==> src/rtl/spectrum_peak_find.sv <==
// Scans a magnitude RAM after each frame write and reports the two strongest local peaks.
// Results are held between scans and are updated on the single-cycle done pulse.
module spectrum_peak_find #(
   parameter int ADDR_W   = 8,
   parameter int DATA_W   = 33,
   parameter int SKIP     = 2,
   parameter int SCAN_END = 128,
   parameter int RD_LAT   = 1,
   parameter int THRESH   = 0
) (
   input  logic              clk,
   input  logic              rst,
   input  logic              start,
   output logic              rd_en,
   output logic [ADDR_W-1:0] rd_addr,
   input  logic [DATA_W-1:0] rd_data,
   output logic              busy,
   output logic              done,
   output logic [1:0]        peak_cnt,
   output logic [ADDR_W-1:0] peak1_bin,
   output logic [DATA_W-1:0] peak1_mag,
   output logic [ADDR_W-1:0] peak2_bin,
   output logic [DATA_W-1:0] peak2_mag
);

   localparam logic [ADDR_W-1:0] FIRST = ADDR_W'(SKIP);
   localparam logic [ADDR_W-1:0] LAST  = ADDR_W'(SCAN_END - 1);
   localparam logic [DATA_W-1:0] THR   = DATA_W'(THRESH);
   localparam int                DW    = (RD_LAT > 1) ? $clog2(RD_LAT + 1) : 1;

   typedef enum logic [2:0] {IDLE, READ, DRAIN, EVAL, DONE} state_t;

   state_t            state, state_nxt;
   logic [DW-1:0]     drain_cnt;

   logic [RD_LAT-1:0] vld_pipe;
   logic [ADDR_W-1:0] bin_pipe [RD_LAT];
   logic              vld_p0;
   logic [ADDR_W-1:0] bin_p0;

   logic [DATA_W-1:0] prev_p1, cur_p1;
   logic [ADDR_W-1:0] cur_bin_p1;
   logic [1:0]        fill_p1;
   logic              peak_hit;

   logic [DATA_W-1:0] w1_mag, w2_mag;
   logic [ADDR_W-1:0] w1_bin, w2_bin;
   logic [1:0]        w_cnt;

   function automatic logic [1:0] sat_inc(input logic [1:0] c);
      return (c == 2'd2) ? c : c + 2'd1;
   endfunction

   // Edge bins lack a neighbour on one side; plateaus report only their first bin.
   function automatic logic is_peak(input logic [DATA_W-1:0] prv,
                                    input logic [DATA_W-1:0] cur,
                                    input logic [DATA_W-1:0] nxt,
                                    input logic [ADDR_W-1:0] bin);
      return (bin > FIRST) && (bin < LAST) && (cur > prv) && (cur >= nxt) && (cur > THR);
   endfunction

   always_ff @(posedge clk) begin
      if (rst) state <= IDLE;
      else     state <= state_nxt;
   end

   always_comb begin
      state_nxt = state;
      case (state)
         IDLE:    if (start) state_nxt = READ;
         READ:    if (rd_addr == LAST) state_nxt = DRAIN;
         DRAIN:   if (drain_cnt == DW'(RD_LAT - 1)) state_nxt = EVAL;
         EVAL:    state_nxt = DONE;
         DONE:    state_nxt = IDLE;
         default: state_nxt = IDLE;
      endcase
   end

   assign rd_en    = (state == READ);
   assign busy     = (state != IDLE);
   assign vld_p0   = vld_pipe[RD_LAT-1];
   assign bin_p0   = bin_pipe[RD_LAT-1];
   assign peak_hit = vld_p0 && (fill_p1 == 2'd2) && is_peak(prev_p1, cur_p1, rd_data, cur_bin_p1);

   always_ff @(posedge clk) begin
      if (rst) begin
         rd_addr   <= '0;
         drain_cnt <= '0;
         vld_pipe  <= '0;
         fill_p1   <= '0;
         w_cnt     <= '0;
         done      <= 1'b0;
         peak_cnt  <= '0;
         peak1_bin <= '0;
         peak1_mag <= '0;
         peak2_bin <= '0;
         peak2_mag <= '0;
      end else begin
         done <= (state == EVAL);
         case (state)
            IDLE: begin
               if (start) begin
                  rd_addr <= FIRST;
                  fill_p1 <= '0;
                  w_cnt   <= '0;
               end
            end
            READ: begin
               if (rd_addr != LAST) rd_addr <= rd_addr + 1'b1;
               drain_cnt <= '0;
            end
            DRAIN: drain_cnt <= drain_cnt + 1'b1;
            EVAL: begin
               peak_cnt  <= w_cnt;
               peak1_bin <= w1_bin;
               peak1_mag <= w1_mag;
               peak2_bin <= w2_bin;
               peak2_mag <= w2_mag;
            end
            default: ;
         endcase
         vld_pipe[0] <= rd_en;
         for (int i = 1; i < RD_LAT; i++) vld_pipe[i] <= vld_pipe[i-1];
         if (vld_p0 && (fill_p1 != 2'd2)) fill_p1 <= fill_p1 + 2'd1;
         if (peak_hit) w_cnt <= sat_inc(w_cnt);
      end
   end

   // p0: returned RAM word tagged with its bin; p1: window shift and top-2 update
   always_ff @(posedge clk) begin
      bin_pipe[0] <= rd_addr;
      for (int i = 1; i < RD_LAT; i++) bin_pipe[i] <= bin_pipe[i-1];
      if (vld_p0) begin
         prev_p1    <= cur_p1;
         cur_p1     <= rd_data;
         cur_bin_p1 <= bin_p0;
      end
      if ((state == IDLE) && start) begin
         w1_mag <= '0;
         w1_bin <= '0;
         w2_mag <= '0;
         w2_bin <= '0;
      end else if (peak_hit) begin
         if (cur_p1 > w1_mag) begin
            w2_mag <= w1_mag;
            w2_bin <= w1_bin;
            w1_mag <= cur_p1;
            w1_bin <= cur_bin_p1;
         end else if (cur_p1 > w2_mag) begin
            w2_mag <= cur_p1;
            w2_bin <= cur_bin_p1;
         end
      end
   end

endmodule

==> config.mk <==
export PLATFORM = sky130hd
export DESIGN_NAME = spectrum_peak_find
export DESIGN_NICKNAME = d
export VERILOG_FILES = /design/src/rtl/spectrum_peak_find.sv
export SDC_FILE = /design/constraint.sdc
export NUM_CORES = 1
export LEC_CHECK = 0
export CAP_MARGIN = 10
export CELL_PAD_IN_SITES_DETAIL_PLACEMENT = 0
export CELL_PAD_IN_SITES_GLOBAL_PLACEMENT = 1
export CORE_UTILIZATION = 40
export CTS_BUF_LIST = sky130_fd_sc_hd__clkbuf_16
export CTS_CLUSTER_DIAMETER = 100
export DETAILED_ROUTE_END_ITERATION = 6
export PLACE_DENSITY = 0.78
export SETUP_SLACK_MARGIN = 0.02
export SLEW_MARGIN = 20
export SYNTH_ARGS = -nofsm -noshare
export SYNTH_HDL_FRONTEND = slang
export SYNTH_SLANG_ARGS = --single-unit
==> constraint.sdc <==
create_clock -name clk -period 3.3 [get_ports clk]
set_input_delay 0.99 -clock clk [delete_from_list [all_inputs] [get_ports clk]]
set_output_delay 0.99 -clock clk [all_outputs]
set_load 0.02 [all_outputs]
Word level (Yosys, flattened, before mapping)
Memory sizes are Yosys's and may differ from the RTL's. A register that Yosys moved wholly into a read port is not among the register bits.
Cells that the tools add are included.
Cells by class
  magnitude comparators: 7
  equal/unequal tests: 13
  reduce and logical (&&, ||, !) cells: 23
  multiplexer cells: 17
  add/sub/neg operators: 4
Operators with widths (number)
  $gt 33x33->1: 3
  $mux 33: 2
  $ge 33x33->1: 1
  $gt 33x1->1 const B: 1
  $mux 8: 4
  $pmux 8 s2: 1
  $reduce_bool 2->1: 7
  $pmux 3 s4: 1
  $mux 2: 5
  $mux 3: 3
  $reduce_and 3->1: 3
  $add 8x1->8 const B: 1
  $eq 8x7->1 const B: 1
  $gt 8x2->1 const B: 1
  $logic_and 1x1->1: 8
  $lt 8x7->1 const B: 1
  $ne 2x2->1 const B: 4
  $ne 8x7->1 const B: 1
  $eq 3x2->1 const B: 2
  $reduce_and 2->1: 3
  $add 2x1->2 const B: 2
  $eq 2x2->1 const B: 2
  $ne 2x1->1 const B: 2
  $eq 3x1->1 const B: 1
  4 further kinds: 4
Storage, ports and cells
  memories: 1
  output and inout bits: 95
  memory bits (writable): 8
  logic and storage cells: 83
  register bits after elaboration: 250
  input bits: 36
Memory list
  bin_pipe: words 1, width 8, read ports 1, clocked after memory_dff 1, wr ports 1, line 37  | logic [ADDR_W-1:0] bin_pipe [RD_LAT];

Longest topological paths before layout
Gate-level depths: netlist of the first run.
  depth in word-level cells: 8
  mapped depth: 12
  mapped depth without buffers: 10

Worst setup path before layout of the first run
No wires, ideal clock.
  path type: register -> register
  start point: register vld_pipe (netlist: vld_p0)
  end point: register w_cnt[0]
  required time: 3.194 ns
  buffers on the path: 1
  setup slack: -0.295 ns
  cell stages (with the launch flop): 8
  data arrival time: 3.489 ns
  clock period less this slack: 3.595 ns
  path through: dfxtp_1 nand2_1 nor4_1 nand3_1 or4_1 clkbuf_1 or4_1 o311ai_0
Between the ends
  word-level cells in the longest chain between the ends: 4
  elaborated cells on any way between the ends: 7
  classes of those cells: eq/ne (1); mux (1); reduce/logical (5)
RTL lines
  start: declaration: line 36  | logic [RD_LAT-1:0] vld_pipe;
  $logic_and 1x1->1 * (2 in a row): line 83  | assign peak_hit = vld_p0 && (fill_p1 == 2'd2) && is_peak(prev_p1, cur_p1, rd_data, cur_bin_p1);
  $ne 2x2->1 (no source line) / $reduce_bool 2->1 (equally long branches)
  $reduce_and 3->1 (no source line)
  end signal: assignment: line 125  | if (peak_hit) w_cnt <= sat_inc(w_cnt);
  end: declaration: line 48  | logic [1:0] w_cnt;
Mark *: on every way between the ends. The rest lies on a longest branch, timed or not.
A chain may end at the register's enable or synchronous reset.

Worst setup path in the final report of the first run
  start point: input port rd_data[28]
  end point: register w2_mag[11]
Between the ends
  word-level cells in the longest chain between the ends: 5
RTL lines
  start: declaration: line 16  | input logic [DATA_W-1:0] rd_data,
  $ge 33x33->1: line 59  | return (bin > FIRST) && (bin < LAST) && (cur > prv) && (cur >= nxt) && (cur > THR);
  $logic_and 1x1->1 (2 in a row): line 59
  $logic_and 1x1->1: line 83
  $reduce_and 2->1 (no source line)
  end signal: assignment: line 145  | w2_mag <= w1_mag;
  end signal: assignment: line 150  | w2_mag <= cur_p1;
  end: declaration: line 46  | logic [DATA_W-1:0] w1_mag, w2_mag;
No other way between the ends.

==> flow_metrics.env, run 1 <==
export IMPL_synth_cell_types=55
export IMPL_dr_first_iter_drc_count=715
export IMPL_cts_sinks=266
export IMPL_use_met3_pct=2.70
export IMPL_core_um2=32000
export IMPL_tns_ns=0
export IMPL_yosys_top_cells_area="dfxtp_1, edfxtp_1, ha_1"
export IMPL_die_w_um=183
export IMPL_power_mw=7.63
export IMPL_antenna_found_initial=0
export IMPL_fp_dieH_um=183
export IMPL_cp_data_arrival_time_ns=3.60
export IMPL_path_class="primary input to register"
export IMPL_dr_pass1_iters=5
export IMPL_comb_power_share_pct=14.1
export IMPL_crit_required_ns=3.72
export IMPL_yosysTopAreaCellShare_pct=29.3
export IMPL_wl_per_cell_um=17.1
export IMPL_finalHoldViolCount=0
export IMPL_overflow=0
export IMPL_leakagePower_nw=6.96
export IMPL_skew_ns=0.00883
export IMPL_clk_latency_ns=0.55
export IMPL_path_clk_slew_ns=0.06
export IMPL_crit_fanout=14
export IMPL_utilization_pct=53.9
export IMPL_syn_area_um2=13100
export IMPL_drive_above_1_share_pct=18.5
export IMPL_dr_total_vias=10900
export IMPL_ys_seq_area_share_pct=46.2
export IMPL_grt_pass1_wl_um=55800
export IMPL_dp_slack_ns=-0.765
export IMPL_p_int_mw=5.61
export IMPL_cts_hold_buf=0
export IMPL_ir_drop_uv=397
export IMPL_max_freq_ghz=0.315
export IMPL_initial_core_util_pct=41.1
export IMPL_yosysTopAreaCell="dfxtp_1"
export IMPL_grt_pass1_vias=10600
export IMPL_max_slew_margin_pct=30.7
export IMPL_post_dp_hpwl_um=25000
export IMPL_use_met1_pct=26.4
export IMPL_finalWirelength_um=35800
export IMPL_pin_count=131
export IMPL_design_die_area_um2=33600
export IMPL_antenna_cells=0
export IMPL_p_seq_share_pct=46.1
export IMPL_syn_inst=1436
export IMPL_cp_end_kind="register"
export IMPL_vias_per_cell=5.19
export IMPL_grt_max_degree=85
export IMPL_rows=65
export IMPL_cts_tree="built"
export IMPL_cts_root_buf="clkbuf_16"
export IMPL_status="finished, final reports clean"
export IMPL_portBuffers=130
export IMPL_period_share_pct=96.2
export IMPL_fin_ws_ns=0.124
export IMPL_drc=0
export IMPL_synth_avg_cell_area_um2=9.15
export IMPL_nNetsFinal=1808
export IMPL_worst_pin_slew_ns=1.04
export IMPL_setup_viol=0
export IMPL_area_growth_pct=31.2
export IMPL_p_per_area_nw_per_um2=443
export IMPL_synth_edf_count=74
export IMPL_track_usage_pct=20.8
export IMPL_synthArstFlopShare_pct=0
export IMPL_synth_seq_cells=266
export IMPL_detail_route_antenna_nets=0
export IMPL_yosys_warnings=0
export IMPL_critPathLaunchType="primary input"
export IMPL_pwr_share_clk_pct=39.7
export IMPL_worst_hold_path_type="register to register"
export IMPL_clockBufferDepth=3
export IMPL_syn_num_nets=1607
export IMPL_cts_max_level=1
export IMPL_grt_most_used_layer="met2"
export IMPL_cts_buffers=29
export IMPL_ys_flop_type="dfxtp_1"
export IMPL_gp_congestion=0.890
export IMPL_cap_violations=0
export IMPL_rsz0062_at_grt="true"
export IMPL_report_final_slew_viol_count=0
export IMPL_p_switching_mw=2.02
export IMPL_met2_usage_pct=36.7
export IMPL_switching_share_pct=26.5
export IMPL_min_period_ns=3.18
[synthesized netlist by cell type, drive strengths merged (17+ instances only)]
cell type	count
ha	135
nand2	280
inv	136
o21ai	17
dfxtp	192
nor4	17
mux2i	41
nor2	37
edfxtp	74
mux2	42
a21oi	174
nor3	89
nand3	17
buf	22
clkbuf	49
nand4	33
[through the flow]
step                hold slack [ns]  instance area (µm²)  cells
floorplan                     0.386                13100   1436
global placement              0.388                15400   2022
detailed placement            0.389                15400   2022
CTS                           0.402                16600   2081
global route                  0.416                17200   2095
finish                        0.399                17200   2095
[logic make-up (layout without fill, tap and decap cells)]
| kind of cell | Yosys count | after routing | synth area share, % |
|---|---|---|---|
| multiplexers | 83 | 83 | 6.72 |
| buffers and inverters | 207 | 431 | 6.36 |
| AND/OR/NAND/NOR | 493 | 493 | 16.8 |
| adder cells (fa/ha/maj) | 135 | 135 | 12.9 |
| XOR/XNOR | 5 | 5 | 0.333 |
| AO/OA/AOI/OAI | 247 | 247 | 10.8 |
| flip-flops | 266 | 266 | 46.2 |
[layer usage]
layer,vias to the layer above,part of all wire (%)
li1,5399,-
met1,5138,44
met2,268,50
met3,65,4.3
met4,0,2.4
met5,-,0
[layout make-up]
| class | count | area [µm²] |
|---|---|---|
| inverters | 136 | 510 |
| fillers | 2861 | 14700 |
| multi-input cells | 963 | 6880 |
| repair buffers | 241 | 2350 |
| flip-flops and latches | 266 | 6070 |
| clock inverters | 24 | 134 |
| clock buffers | 30 | 751 |
| well taps | 435 | 544 |
[final timing paths]
path	endpoint	slack, ns	from	cells past startpoint
worst max register to register	w2_mag[11]$_SDFFE_PP0P_	0.13	cur_p1[18]$_DFFE_PP_	14
worst max-delay path	w2_mag[11]$_SDFFE_PP0P_	0.12	rd_data[28]	12
worst min-delay path	cur_bin_p1[3]$_DFFE_PP_	0.40	bin_pipe[0][3]$_DFF_P_	0
worst min register to register	cur_bin_p1[3]$_DFFE_PP_	0.40	bin_pipe[0][3]$_DFF_P_	0
[critical path, cell delays in order]
cell	delay [ns]
clkdlybuf4s50_1	0.51
inv_1	0.09
ha_4	0.27
a21oi_2	0.06
buf_4	0.14
o211ai_1	0.27
a21oi_4	0.06
or4_4	0.55
buf_6	0.15
buf_4	0.21
nor3_2	0.21
nor3_1	0.07
[registers in the layout, summed over array words and instances (netlist names), 2 cells and up]
signal / count
cur_p1: 33
peak1_mag: 33
peak2_mag: 33
prev_p1: 33
w1_mag: 33
w2_mag: 33
bin_pipe: 8
cur_bin_p1: 8
peak1_bin: 8
peak2_bin: 8
rd_addr: 8
w1_bin: 8
w2_bin: 8
state: 3
fill_p1: 2
peak_cnt: 2
w_cnt: 2
[power groups by stage]
stage / logic [mW] / registers (mW) / clock network, mW
floorplan: 0.546 / 3.62 / 0
global placement: 0.939 / 3.58 / 0
detailed placement: 0.965 / 3.59 / 0
CTS: 0.995 / 3.52 / 3.10
global route: 1.20 / 3.53 / 3.22
finish: 1.08 / 3.52 / 3.03
[layout by cell type, fill, tap and decap left out, types with 3 or more instances in the layout]
cell type,instances
nor3_1,53
mux2i_1,41
nor4_1,12
ha_1,112
edfxtp_1,74
o211ai_1,3
mux2_1,5
inv_1,124
or3_1,3
nand2b_1,5
buf_4,93
xor2_1,4
clkbuf_16,33
clkinv_1,6
clkinv_2,8
a21oi_1,171
a21o_1,15
o21bai_1,3
nand2_1,276
nor4_2,3
clkdlybuf4s15_1,3
dfxtp_1,191
mux2_2,36
nand2_2,4
nand3_1,15
clkdlybuf4s50_1,97
o21ai_1,3
o31ai_2,3
buf_6,7
buf_12,8
nor2_1,35
o21ai_0,12
a211oi_1,8
ha_4,23
inv_2,19
nor3_4,4
clkbuf_2,5
nor3_2,32
dlymetal6s2s_1,24
nand4_1,33
[repair_timing]
item | in CTS | in global routing
cloned | 1 | 4
buffers inserted | 4 | 13
pin swaps | 21 | 30
setup endpoints to repair | 83 | 82
resized for setup | 64 | 112
Power figures use the tool's default switching activity.
==> inputs of run 2 (changes only) <==
--- a/config.mk
+++ b/config.mk
@@ -12,6 +12,7 @@
 export CTS_BUF_LIST = sky130_fd_sc_hd__clkbuf_16
 export CTS_CLUSTER_DIAMETER = 100
 export DETAILED_ROUTE_END_ITERATION = 6
+export HOLD_SLACK_MARGIN = 0.02
 export PLACE_DENSITY = 0.78
 export SETUP_SLACK_MARGIN = 0.02
 export SLEW_MARGIN = 20
==> constraint.sdc (replaced) <==
create_clock -name clk -period 3.3 [get_ports clk]
set_input_delay 0.495 -clock clk [delete_from_list [all_inputs] [get_ports clk]]
set_output_delay 0.495 -clock clk [all_outputs]
set_load 0.02 [all_outputs]
==> run 2 against run 1 <==
Clock power decreased by 1%; register-to-register slack better by 0.03 ns; clock skew is 0.0014 ns higher; setup slack gained 0.034 ns; sequential power barely moved; power decreased by 1.8%; non-clock buffer count decreased by 17; critical path type is now register to register; largest cell class unchanged; largest power group unchanged.
==> flow_metrics.env, run 2 (synthesis gave the netlist of run 1 again) <==
export IMPL_dr_first_iter_drc_count=695
export IMPL_critPathTopFamily="simple AND/OR/NAND/NOR gates"
export IMPL_track_usage_pct=20.5
export IMPL_cts_sinks=266
export IMPL_min_period_ns=3.14
export IMPL_crit_required_ns=3.74
export IMPL_critPathLaunchType="register"
export IMPL_grt_pass1_vias=10500
export IMPL_final_common_cell="nand2_1"
export IMPL_setup_viol=0
export IMPL_max_freq_ghz=0.318
export IMPL_cts_root_buf="clkbuf_16"
export IMPL_crit_fanout=14
export IMPL_regArea_um2=6070
export IMPL_wl_per_cell_um=16.4
export IMPL_max_slew_margin_pct=27.6
export IMPL_final_cell_mix="nand2_1, dfxtp_1, a21oi_1"
export IMPL_cp_slowest_cell="edfxtp_1"
export IMPL_cts_buffers=30
export IMPL_detail_route_antenna_nets=0
export IMPL_pin_count=131
export IMPL_clk_latency_ns=0.56
export IMPL_clockBufferDepth=3
export IMPL_dr_total_vias=10700
export IMPL_antenna_found_initial=0
export IMPL_grt_max_degree=100
export IMPL_drive_above_1_share_pct=11.7
export IMPL_fillers=2972
export IMPL_post_dp_hpwl_um=24400
export IMPL_multi_input_area_um2=6320
export IMPL_leakagePower_nw=6.61
export IMPL_skew_ns=0.0103
export IMPL_placed_cell_area_um2=15400
export IMPL_design_die_area_um2=33600
export IMPL_rows=65
export IMPL_cts_max_level=1
export IMPL_dr_pass1_iters=7
export IMPL_path_clk_slew_ns=0.06
export IMPL_vias_per_cell=5.13
export IMPL_rsz0062_at_grt="true"
export IMPL_cts_tree="built"
export IMPL_status="finished, final reports clean"
export IMPL_design_area_um2=16400
export IMPL_path_class="register to register"
export IMPL_finalHoldViolCount=0
export IMPL_nNetsFinal=1792
export IMPL_dp_cells=2013
export IMPL_r2r_slack_ns=0.16
export IMPL_report_final_slew_viol_count=0
export IMPL_worst_pin_slew_ns=1.09
export IMPL_p_per_area_nw_per_um2=455
export IMPL_ir_drop_uv=397
export IMPL_die_w_um=183
export IMPL_worst_hold_path_type="register to register"
export IMPL_cp_end_kind="register"
export IMPL_initial_core_util_pct=41.1
export IMPL_portBuffers=130
export IMPL_drc=0
export IMPL_core_um2=32000
export IMPL_cp_data_arrival_time_ns=3.59
export IMPL_stdcell_count=2079
export IMPL_fp_dieH_um=183
export IMPL_period_share_pct=95.2
export IMPL_grt_pass1_wl_um=55100
export IMPL_gp_congestion=0.853
export IMPL_finalWirelength_um=34200
export IMPL_crit_buf_inv=3
export IMPL_cpPeakStageDelay_ns=0.49
export IMPL_antenna_cells=0
export IMPL_area_growth_pct=25.2
export IMPL_path_cells="ha_1, nand4_1, nor4_2, buf_4, nand4_1, o211a_1, o22ai_4, buf_12, buf_12, mux2_2, nor3_1, nor3_1"
export IMPL_cap_violations=0
export IMPL_overflow=0
run 2: cell count changes in the layout (fill, tap and decap cells not counted), sizes merged:
cell	previous run	this run
clkdlybuf4s50	97	129
dlymetal6s2s	24	0
buf	109	94
clkinv	14	7
inv	145	152
clkbuf	38	32
clkdlybuf4s15	3	0
bufinv	1	0
clkinvlp	0	1
run 2: routing by layer:
layer | global-route usage (%) | vias up | part of all wire (%)
li1 | - | 5378 | -
met1 | 26.2 | 5009 | 45
met2 | 36.2 | 229 | 49
met3 | 2.48 | 52 | 3.6
met4 | 5.73 | 0 | 2.5
met5 | 0 | - | 0
run 2: metrics by stage:
stage          hold slack, ns  setup slack, ns  TNS (ns)  total power [mW]  util (%)
3_3_place_gp            0.386           -0.207    -12.24              4.52      48.1
5_1_grt                 0.411         0.000679         0              7.82      51.4
3_5_place_dp            0.389           -0.299    -16.80              4.54      48.1
4_1_cts                 0.403           0.0678         0              7.55      50.9
6_report                0.401            0.158         0              7.49      51.4
2_1_floorplan           0.386            0.487         0              4.16         -
run 2: what timing repair did:
| action | in CTS | in global routing |
|---|---|---|
| buffers inserted | 0 | 9 |
| resized for setup | 0 | 10 |
| hold buffers | 0 | 0 |
| hold endpoints to repair | 0 | 0 |
| endpoints found under the setup margin | 0 | 43 |
run 2: area by class of cell:
class                   count  area share, %
clock buffers              31           4.72
repair buffers            224           12.9
well taps                 435           3.31
clock inverters            24          0.677
multi-input cells         963           38.4
flip-flops and latches    266           36.9
inverters                 136           3.10
run 2: final timing paths:
| kind | start | to | cells past startpoint |
|---|---|---|---|
| setup reg to reg | cur_p1[18]$_DFFE_PP_ | w2_mag[3]$_SDFFE_PP0P_ | 12 |
| setup / recovery | cur_p1[18]$_DFFE_PP_ | w2_mag[3]$_SDFFE_PP0P_ | 12 |
| hold reg to reg | bin_pipe[0][2]$_DFF_P_ | cur_bin_p1[2]$_DFFE_PP_ | 0 |
| hold / removal | bin_pipe[0][2]$_DFF_P_ | cur_bin_p1[2]$_DFFE_PP_ | 0 |
run 2: report_power, final:
group          switching [mW]  internal, mW
Clock                    1.31          1.68
Combinational           0.593         0.392
Sequential             0.0563          3.46
